File: config.mk
export PLATFORM = sky130hd
export DESIGN_NAME = reg_dump_seq
export DESIGN_NICKNAME = d
export VERILOG_FILES = /design/src/rtl/dlx_pkg.sv /design/src/rtl/reg_dump_seq_cyc_counter.sv /design/src/rtl/reg_dump_seq.sv
export SDC_FILE = /design/constraint.sdc
export NUM_CORES = 1
export LEC_CHECK = 0
export BUFFER_PORTS_ARGS = -buffer_cell sky130_fd_sc_hd__buf_2
export CAP_MARGIN = 20
export CORE_UTILIZATION = 50
export CTS_CLUSTER_SIZE = 14
export DETAILED_ROUTE_END_ITERATION = 16
export GPL_ROUTABILITY_DRIVEN = 1
export PLACE_DENSITY = 0.78
export REMOVE_ABC_BUFFERS = 1
export SETUP_SLACK_MARGIN = 0.3
export SYNTH_ARGS = -nofsm -noshare
export SYNTH_HDL_FRONTEND = slang
export SYNTH_SLANG_ARGS = --single-unit
File: constraint.sdc
create_clock -name clk -period 2.1 [get_ports clk]
set_input_delay 0.105 -clock clk [delete_from_list [all_inputs] [get_ports clk]]
set_output_delay 0.105 -clock clk [all_outputs]
set_load 0.1 [all_outputs]
File: src/rtl/dlx_pkg.sv
// Shared DLX definitions: instruction field layout, opcodes used by the
// register dump sequencer, and the sequencer state encoding.
package dlx_pkg;

  localparam logic [5:0]  OPC_ADDI = 6'b001000;
  localparam logic [31:0] INST_NOP = 32'h0000_0000;

  // Instruction field positions (I-type layout)
  localparam int OPC_MSB = 31;
  localparam int OPC_LSB = 26;
  localparam int RS_MSB  = 25;
  localparam int RS_LSB  = 21;
  localparam int RT_MSB  = 20;
  localparam int RT_LSB  = 16;
  localparam int IMM_MSB = 15;
  localparam int IMM_LSB = 0;

  typedef enum logic [2:0] {
    ST_RUN   = 3'd0,
    ST_ISSUE = 3'd1,
    ST_WAIT  = 3'd2,
    ST_VALID = 3'd3,
    ST_DONE  = 3'd4
  } dump_state_t;

  // Build an I-type ADDI rt, rs, imm.
  function automatic logic [31:0] make_addi(input logic [4:0]  rs,
                                            input logic [4:0]  rt,
                                            input logic [15:0] imm);
    return {OPC_ADDI, rs, rt, imm};
  endfunction

endpackage

File: src/rtl/reg_dump_seq_cyc_counter.sv
// Saturating up-counter with synchronous clear and a terminal-count flag.
// Holds at the terminal value, so it can never wrap.
module cyc_counter #(
  parameter int WIDTH = 8
) (
  input  logic             clk,
  input  logic             rst_n,
  input  logic             clear,
  input  logic             en,
  input  logic [WIDTH-1:0] terminal,
  output logic             at_term
);

  logic [WIDTH-1:0] count;

  assign at_term = (count == terminal);

  // Count register: clear wins, otherwise advance until the terminal value.
  // NOTE: clocked state uses non-blocking (<=) so every flop samples pre-edge values.
  always_ff @(posedge clk or negedge rst_n) begin
    if (!rst_n) begin
      count <= '0;
    end else if (clear) begin
      count <= '0;
    end else if (en && !at_term) begin
      count <= count + 1'b1;
    end
  end

endmodule

File: src/rtl/reg_dump_seq.sv
// Post-run register dump sequencer. Lets instruction memory drive the core for
// a cycle budget (or until halt_req), then injects ADDI r0,rk,0 for every
// register and streams each busA readout out on a valid/ready interface.
module reg_dump_seq
  import dlx_pkg::*;
#(
  parameter int RUN_CYCLES = 121,
  parameter int NUM_REGS   = 32,
  parameter int LATENCY    = 1
) (
  input  logic        clk,
  input  logic        reset,
  input  logic        halt_req,
  input  logic [31:0] busA_probe,
  output logic        override_inst,
  output logic [31:0] force_inst,
  output logic        dump_valid,
  input  logic        dump_ready,
  output logic [4:0]  dump_idx,
  output logic [31:0] dump_data,
  output logic        busy,
  output logic        done
);

  localparam int         WAIT_W   = (LATENCY < 2) ? 1 : $clog2(LATENCY);
  localparam logic [4:0] LAST_IDX = 5'(NUM_REGS - 1);

  dump_state_t state, state_next;
  logic [4:0]  k;
  logic        run_at_term;
  logic        wait_at_term;
  logic        accept;

  assign accept = (state == ST_VALID) && dump_ready;

  // run_cnt: counts normal-execution cycles, saturating at RUN_CYCLES-1.
  cyc_counter #(.WIDTH(32)) u_run_cnt (
    .clk      (clk),
    .rst_n    (reset),
    .clear    (1'b0),
    .en       (state == ST_RUN),
    .terminal (32'(RUN_CYCLES - 1)),
    .at_term  (run_at_term)
  );

  // wait_cnt: restarted by every ISSUE, measures the core read latency.
  cyc_counter #(.WIDTH(WAIT_W)) u_wait_cnt (
    .clk      (clk),
    .rst_n    (reset),
    .clear    (state == ST_ISSUE),
    .en       (state == ST_WAIT),
    .terminal (WAIT_W'(LATENCY - 1)),
    .at_term  (wait_at_term)
  );

  // State register.
  always_ff @(posedge clk or negedge reset) begin
    if (!reset) begin
      state <= ST_RUN;
    end else begin
      state <= state_next;
    end
  end

  // Next-state logic. Budget expiry and halt_req share one transition.
  // NOTE: default assigned first so no path through the case leaves state_next unassigned (no latch).
  always_comb begin
    state_next = state;
    unique case (state)
      ST_RUN:   if (run_at_term || halt_req) state_next = ST_ISSUE;
      ST_ISSUE: state_next = ST_WAIT;
      ST_WAIT:  if (wait_at_term) state_next = ST_VALID;
      ST_VALID: if (dump_ready) state_next = (k == LAST_IDX) ? ST_DONE : ST_ISSUE;
      ST_DONE:  state_next = ST_DONE;
      default:  state_next = ST_RUN;
    endcase
  end

  // Register index: advances only after a non-final word is accepted, so it never wraps.
  always_ff @(posedge clk or negedge reset) begin
    if (!reset) begin
      k <= '0;
    end else if (accept && (k != LAST_IDX)) begin
      k <= k + 1'b1;
    end
  end

  // Capture registers: sample busA at the end of the wait window, hold through VALID.
  // NOTE: datapath registers are reset too, because they drive outputs that must read 0 in reset.
  always_ff @(posedge clk or negedge reset) begin
    if (!reset) begin
      dump_data <= '0;
      dump_idx  <= '0;
    end else if ((state == ST_WAIT) && wait_at_term) begin
      dump_data <= busA_probe;
      dump_idx  <= k;
    end
  end

  // Output decode straight from state, so an async reset drops everything at once.
  always_comb begin
    busy          = (state == ST_ISSUE) || (state == ST_WAIT) || (state == ST_VALID);
    done          = (state == ST_DONE);
    dump_valid    = (state == ST_VALID);
    override_inst = busy || done;
    force_inst    = busy ? make_addi(k, 5'd0, 16'd0) : INST_NOP;
  end

endmodule

Yosys cells after proc, flatten, opt, wreduce, memory -nomap -nowiden:

Cells that the tools add are included.

* output and inout bits: 73
* word-level logic and storage cells: 41
* bits in registers: 78

* equal/unequal tests: 10
* add/subtract/negate cells: 3
* mux-type cells: 8
* bitwise logic cells: 1
* reduce and logical (&&, ||, !) cells: 13

Operators with widths (count)
* $add A32 B1 Y32 const B: 1
* $eq A32 B7 Y1 const B: 1
* $mux W30: 1
* $pmux W3 S5: 1
* $mux W3: 4
* $eq A3 B2 Y1 const B: 2
* $add A5 B1 Y5 const B: 1
* $eq A5 B5 Y1 const B: 1
* $logic_and A1 B1 Y1: 5
* $ne A5 B5 Y1 const B: 1
* $logic_or A1 B1 Y1: 4
* $ne A2 B2 Y1 const B: 2
* $eq A3 B1 Y1 const B: 1
* $eq A3 B3 Y1 const B: 1
* $logic_not A3 Y1: 1
* $reduce_and A3 Y1: 1
* $mux W1: 2
* $ne A2 B1 Y1 const B: 1
* $reduce_bool A2 Y1: 1
* $add A1 B1 Y1 const B: 1
* $logic_not A1 Y1: 1
* $not A1 Y1: 1

Longest topological paths before layout:

Gate-level depths: netlist (run 1).

* depth after elaboration: 4
* depth in mapped cells: 7

Hierarchy:

Synthesis (run 1) repeated with hierarchy kept, for this count alone.

* cells, all modules: 397
* area total of the unflattened synthesis: 4478.0 sq um

By module, submodules not included
* reg_dump_seq: instances 1, seq. area each 1126.1 sq um, area an instance 2228.4 sq um, cells an instance 155
* cyc_counter at u_run_cnt: instances 1, seq. area each 800.8 sq um, area an instance 2202.1 sq um, cells an instance 238
* cyc_counter at u_wait_cnt: instances 1, seq. area each 25.0 sq um, area an instance 47.5 sq um, cells an instance 4

Worst setup path before layout (run 1):

Ideal clock, no wire load.

* path kind: flip-flop to output port
* from: register state[0]
* to: output port force_inst[21]
* setup slack: -927 ps
* buffers on the path: 1
* cell stages (with the launch flop): 5
* data arrival time: 2922 ps
* path through: dfrtp_1 -> buf_2 -> nor2_1 -> nor2_1 -> and2_1

* longest elaborated chain between the ends: 4
* elaborated cells between the ends (all ways): 6
* classes of those cells: 3 x eq/ne; 1 x mux; 2 x reduce/logical

Ends and longest elaborated chain
* start: declaration: RTL line reg_dump_seq.sv:28 `dump_state_t state, state_next;`
* start signal: assignment: RTL line reg_dump_seq.sv:61 `state <= state_next;`
* $eq A3 B1 Y1 / $eq A3 B2 Y1 (equally long branches): RTL line reg_dump_seq.sv:102 `busy = (state == ST_ISSUE) || (state == ST_WAIT) || (state == ST_VALID);`
* $logic_or A1 B1 Y1: RTL line reg_dump_seq.sv:102
* $logic_or A1 B1 Y1 *: RTL line reg_dump_seq.sv:102
* named net busy: RTL line reg_dump_seq.sv:21 `output logic busy,`
* $mux W30 *: RTL line reg_dump_seq.sv:106 `force_inst = busy ? make_addi(k, 5'd0, 16'd0) : INST_NOP;`
* end: declaration: RTL line reg_dump_seq.sv:16 `output logic [31:0] force_inst,`

Mark *: on every way through the listed nets, which the timed path passes. The rest lies on a longest branch.

Final worst setup path (run 1):

* from: register state[2]
* to: register dump_data[11]

* longest elaborated chain between the ends: 2

Ends and longest elaborated chain
* $eq A3 B2 Y1: RTL line reg_dump_seq.sv:94 `end else if ((state == ST_WAIT) && wait_at_term) begin`
* $logic_and A1 B1 Y1: RTL line reg_dump_seq.sv:94
* end signal: assignment: RTL line reg_dump_seq.sv:95 `dump_data <= busA_probe;`
* end: declaration: RTL line reg_dump_seq.sv:20 `output logic [31:0] dump_data,`

No other way between the ends.
A chain may end at the register's enable or synchronous reset.

==> flow_metrics.py, run 1 <==
metrics = {
    "status": {
        "status": "finished clean",
    },
    "timing": {
        "finalHoldViolCount": 0,
        "holdWs_ns": 0.00482,
        "rsz0062_at_grt": "true",
        "tightest_slew_ns": 0.536,
        "slew_viol_final": 0,
        "clock_skew_ns": 0.0138,
        "setup_viol": 0,
        "finalCritPeriodShare": 0.848,
        "relSlewSlack": 0.645,
        "fin_crit_ns": 1.78,
        "fmax_mhz": 562,
    },
    "cts": {
        "cts-root-buf": "clkbuf_8",
        "ctsHtreeMaxLevel": 3,
        "clock-sinks": 78,
        "cts_tree": "done",
        "numCtsBuffers": 9,
        "insertion_delay_ns": 0.35,
        "clock_path_buffers": 2,
        "cts.clk_slew.worst_paths_ns": 0.08,
    },
    "placement": {
        "io_buffer_count": 82,
        "gp_congestion": 0.777,
        "placed_area_mm2": 0.00412,
        "dp.final_hpwl_um": 4990,
        "dp_cells": 474,
    },
    "synthesis": {
        "yosys_warnings": 0,
        "synth_top_area_share": 0.530,
        "synthCells": 301,
        "synth.avg_cell_area_um2": 12.2,
        "synth_area_mm2": 0.00368,
        "yosys-top-cells-area": "dfrtp_1 (53%), mux2_2 (12%), xnor2_1 (8.1%)",
        "ys_seq_area_frac": 0.530,
        "netlist.top_cell.by_area": "dfrtp_1",
        "yosys_register_bits": 78,
        "yosysUniqueCellTypes": 34,
    },
    "routing": {
        "drtIter0Drc": 159,
        "via_count": 2692,
        "wl_per_cell_um": 16.5,
        "drt.antenna.violating_nets": 0,
        "drt_wl_total_um": 8640,
        "drt_pass1_iterations": 4,
        "vias_per_cell": 5.13,
        "drc_errors": 0,
    },
    "floorplan": {
        "initial_core_util": 0.530,
        "die-area_mm2": 0.00771,
        "core_mm2": 0.00694,
        "core.rowCount": 30,
        "io_pins": 109,
        "die_h_um": 87.8,
        "fp.dieW_um": 87.8,
    },
    "global_routing": {
        "first_global_vias": 2564,
        "grt_max_degree": 79,
        "use_met2": 0.352,
        "met3_usage": 0.0481,
        "antenna_found_initial": 0,
        "use_met1": 0.266,
        "gr-usage-all-layers": 0.210,
        "grt_first_pass_wirelength_um": 12300,
        "grt-ovfl-total": 0,
        "grt.busiest_layer": "met2",
    },
    "critical_path": {
        "worstSetupPathType": "reg2reg",
        "r2r_slack_ns": 0.32,
        "crit_fanout": 19,
        "cp_top_family": "simple AND/OR/NAND/NOR gates",
        "critPathLaunchType": "flip-flop",
        "cpPeakStageDelay_ns": 0.50,
        "rr_startpoint": "state[2]$_DFFE_PN0P_",
        "cp.required_ns": 2.33,
        "arrival_ns": 2.01,
        "crit_chain": "nor2b_1 -> nor3b_4 -> clkbuf_16 -> mux2_2",
        "slowest_stage": "dfrtp_2",
        "path_buf_inv": 1,
        "cp-startpoint": "state[2]$_DFFE_PN0P_",
        "critPathCaptureType": "flip-flop",
    },
    "cells_and_area": {
        "antennaDiodeCount": 0,
        "area_delta_synth_final_pct": 31.2,
        "fin_nets": 465,
        "instances_no_fill": 525,
        "finalInstanceArea_mm2": 0.00483,
        "fillCellCount": 444,
        "layout-drive-gt1-share": 0.401,
    },
    "min_path": {
        "hold_path.class": "in2reg",
        "hp-start": "busA_probe[16]",
    },
    "flow_run": {
        "drv_cap": 0,
    },
}
[synthesized netlist by cell type]
master	instances
nor2_1	12
xor2_1	2
buf_4	32
nand4_2	1
nand3b_1	2
dfrtp_1	78
ha_1	4
or3_4	1
buf_6	1
nor4b_1	1
o2bb2ai_1	1
nand2_1	9
o211ai_1	1
and4_1	1
conb_1	1
nand3_1	12
nor3b_1	1
nand4_1	21
nor2b_1	3
and2_1	8
a21oi_1	1
xnor2_1	34
a31oi_1	2
nor4_1	7
nor4_4	2
o21a_1	1
and3_1	7
a41o_1	1
or4b_4	1
nor3_1	2
o21ai_0	2
buf_2	4
inv_1	5
mux2_2	40
[kinds of logic (layout without fill, tap and decap cells)]
kind of cell               count (synthesis)  in the layout  share of synthesized area
and+or+nand+nor                           91             91                      0.151
DFF                                       78             78                      0.530
buffers and inverters                     42            145                     0.0789
muxes                                     40             40                      0.122
xor gates and xnor gates                  36             36                     0.0857
AOI/OAI and AO/OA                          9              9                     0.0167
adders and majority gates                  4              4                     0.0136
other                                      1             26                    0.00102
[layout make-up]
| cell class | instances | area (um^2) | area share |
|---|---|---|---|
| clock buffer | 10 | 138 | 0.0285 |
| tap | 96 | 120 | 0.0249 |
| multi-input combinational | 206 | 1590 | 0.330 |
| clock inverter | 5 | 83.8 | 0.0174 |
| timing repair buffer | 125 | 921 | 0.191 |
| sequential | 78 | 1960 | 0.405 |
| inverter | 5 | 18.8 | 0.00389 |
[sequential cells by signal (all words and copies together) (netlist names)]
name,cells
dump_data,32
dump_idx,5
k,5
state,3
u_run_cnt.count,32
u_wait_cnt.count,1
[cells in the final DEF (no fill, tap or decap), drive strengths merged, types with 9 or more instances in the layout]
| cell | count |
|---|---|
| nor2 | 12 |
| buf | 95 |
| nand4 | 22 |
| nor4 | 9 |
| clkbuf | 12 |
| xnor2 | 34 |
| dfrtp | 78 |
| mux2 | 40 |
| nand2 | 9 |
| conb | 26 |
| nand3 | 12 |
| dlygate4sd3 | 28 |
[metrics by stage]
step	setup slack [ns]	utilization	TNS (ns)
floorplan	-2.20	-	-84.64
global placement	0.175	0.593	0
detailed placement	0.109	0.593	0
CTS	0.280	0.668	0
global route	0.203	0.695	0
finish	0.320	0.695	0
[path summary, 6_finish.rpt]
path	endpoint	depth (start not counted)
worst max-delay path	dump_data[11]$_DFFE_PN0P_	4
worst min-delay path	dump_data[16]$_DFFE_PN0P_	2
worst max register to register	dump_data[11]$_DFFE_PN0P_	4
worst min register to register	u_run_cnt.count[31]$_DFFE_PN0P_	1
max in group asynchronous	state[2]$_DFFE_PN0P_	3
min in group asynchronous	dump_idx[0]$_DFFE_PN0P_	3
[layer usage]
metal / wire length, um / share of wire
met3: 559 / 0.065
met1: 3590 / 0.42
met4: 133 / 0.015
met5: 0 / 0
met2: 4350 / 0.50
[timing repair]
| action | 4_1_cts | 5_1_grt |
|---|---|---|
| gates cloned | 0 | 1 |
| pin swaps | 1 | 3 |
| gates resized for setup | 14 | 26 |
| hold buffers | 24 | 4 |
| buffers inserted | 3 | 4 |
| setup endpoints to repair | 18 | 52 |
| endpoints found under the hold margin | 102 | 4 |
Power of run 1 is not shown: default switching activity piles up to over one toggle a cycle in this logic, so the estimate is an artifact.
==> inputs of run 2 (changes only) <==
==> constraint.sdc (replaced) <==
create_clock -name clk -period 1.77 [get_ports clk]
set_input_delay 0.0885 -clock clk [delete_from_list [all_inputs] [get_ports clk]]
set_output_delay 0.0885 -clock clk [all_outputs]
set_load 0.1 [all_outputs]
==> run 2 against run 1 <==
Net effect: the run now ends with negative setup slack left; register-to-register slack got worse by 0.46 ns; clock-buffer cell count rose by 1; non-clock buffer count rose by 80; maximum frequency fell by 6.9%; via count rose by 33%; sequential share of layout area fell by 8.7 points; flip-flop and latch count did not move; largest cell class is now multi-input gates; highest routed layer unchanged.
==> flow_metrics.py, run 2 (same netlist as run 1, synthesis figures left out) <==
metrics = {
    "routing": {
        "drc_errors": 0,
        "via_count": 3591,
        "drt_wl_total_um": 16500,
        "drtIter0Drc": 326,
        "drt.antenna.violating_nets": 0,
        "vias_per_cell": 5.93,
        "wl_per_cell_um": 27.2,
        "drt_pass1_iterations": 6,
    },
    "critical_path": {
        "crit_chain": "and4_1 -> nand4_1 -> buf_4 -> o211ai_1 -> xnor2_1",
        "cpPeakStageDelay_ns": 0.45,
        "path_buf_inv": 1,
        "worstRegToRegCells": 5,
        "critPathCaptureType": "flip-flop",
        "crit_fanout": 4,
        "slowest_stage": "dfrtp_2",
        "worst-path-stages": 5,
        "critPathLaunchType": "flip-flop",
        "cp_top_family": "simple AND/OR/NAND/NOR gates",
        "cp.required_ns": 2.02,
        "worstSetupPathType": "reg2reg",
        "arrival_ns": 2.16,
    },
    "global_routing": {
        "antenna_found_initial": 1,
        "grt-ovfl-total": 0,
        "grt_max_degree": 46,
        "first_global_vias": 3420,
        "grt_first_pass_wirelength_um": 19200,
        "gr-usage-all-layers": 0.349,
    },
    "status": {
        "status": "complete, but fails checks",
        "violations": "negative setup slack",
    },
    "cts": {
        "clock-sinks": 78,
        "cts-root-buf": "clkbuf_8",
        "clock_path_buffers": 2,
        "cts.clk_slew.worst_paths_ns": 0.11,
        "numCtsBuffers": 9,
        "insertion_delay_ns": 0.38,
        "ctsHtreeMaxLevel": 3,
        "cts_tree": "done",
    },
    "placement": {
        "gp_congestion": 0.828,
        "dp.final_hpwl_um": 5620,
        "io_buffer_count": 82,
        "placed_area_mm2": 0.00443,
    },
    "floorplan": {
        "die-area_mm2": 0.00771,
        "io_pins": 109,
        "core_mm2": 0.00694,
        "die_h_um": 87.8,
        "fp.dieW_um": 87.8,
        "core.rowCount": 30,
        "initial_core_util": 0.530,
    },
    "timing": {
        "tightest_slew_ns": 0.528,
        "fmax_mhz": 523,
        "clock_skew_ns": 0.0268,
        "fin_crit_ns": 1.91,
        "slew_viol_final": 0,
        "setup_ws_ns": -0.142,
        "rsz0062_at_grt": "true",
        "relSlewSlack": 0.650,
        "finalHoldViolCount": 0,
        "setup_viol": 28,
        "finalCritPeriodShare": 1.08,
    },
    "cells_and_area": {
        "layout.cells.most_common": "buf_2",
        "area_delta_synth_final_pct": 67.9,
        "antennaDiodeCount": 0,
        "layout-drive-gt1-share": 0.578,
        "finalInstanceArea_mm2": 0.00618,
        "final_cell_mix": "buf_2 (71), dfrtp_1 (70), buf_4 (58)",
        "fin_nets": 545,
        "fin_util": 0.890,
        "top_regs": "dump_data: 32 flops, u_run_cnt.count: 32 flops",
    },
    "min_path": {
        "hold_path.class": "in2reg",
        "worstHoldPathCells": 4,
    },
    "flow_run": {
        "drv_cap": 0,
    },
}
## run 2: metrics by stage
step / worst slack, ns / hold WS [ns] / setup TNS, ns / std cells
final: -0.142 / 0.0700 / -1.08 / 606
after global routing: -0.136 / 0.0570 / -2.32 / 606
after detailed placement: -0.0496 / 0.0725 / -0.0884 / 500
after CTS: 0.0697 / -0.0643 / 0 / 576
after global placement: 0.0169 / 0.0714 / 0 / 500
after floorplan: -2.52 / -0.207 / -99.92 / 289
## run 2: what timing repair did
item	4_1_cts	5_1_grt
pin swaps	33	31
setup buffers	23	27
cloned	5	1
hold buffers	32	2
hold endpoints to repair	66	2
gates resized for setup	105	71
setup endpoints to repair	82	84
## run 2: final timing paths
kind,from,end,slack [ns]
max,u_run_cnt.count[5]$_DFFE_PN0P_,u_run_cnt.count[2]$_DFFE_PN0P_,-0.14
min,halt_req,state[0]$_DFFE_PN0P_,0.07
max reg2reg,u_run_cnt.count[5]$_DFFE_PN0P_,u_run_cnt.count[2]$_DFFE_PN0P_,-0.14
min reg2reg,dump_data[2]$_DFFE_PN0P_,dump_data[2]$_DFFE_PN0P_,0.54
max in group asynchronous,reset,state[2]$_DFFE_PN0P_,0.97
min in group asynchronous,reset,u_run_cnt.count[2]$_DFFE_PN0P_,0.19
## run 2: area by class of cell
cell class | count | area (um^2)
Multi-Input combinational cell | 206 | 2070
Sequential cell | 78 | 1960
Timing Repair Buffer | 205 | 1790
Fill cell | 219 | 767
Clock buffer | 11 | 151
Tap cell | 96 | 120
Clock inverter | 5 | 65.1
Inverter | 5 | 18.8
## run 2: worst min-delay path: stages
cell and delay (ns):
buf_2 0.08, nor2_2 0.04, o21ai_2 0.04, o2bb2ai_1 0.13
## run 2: routing by layer
layer / track usage / vias to the layer above / wire (um) / share of wire
li1: - / 1412 / - / -
met1: 0.380 / 1751 / 5830 / 0.35
met2: 0.579 / 319 / 7320 / 0.44
met3: 0.0990 / 109 / 1970 / 0.12
met4: 0.268 / 0 / 1370 / 0.083
met5: 0 / - / 0 / 0
Power of run 2 is left out for the same reason.
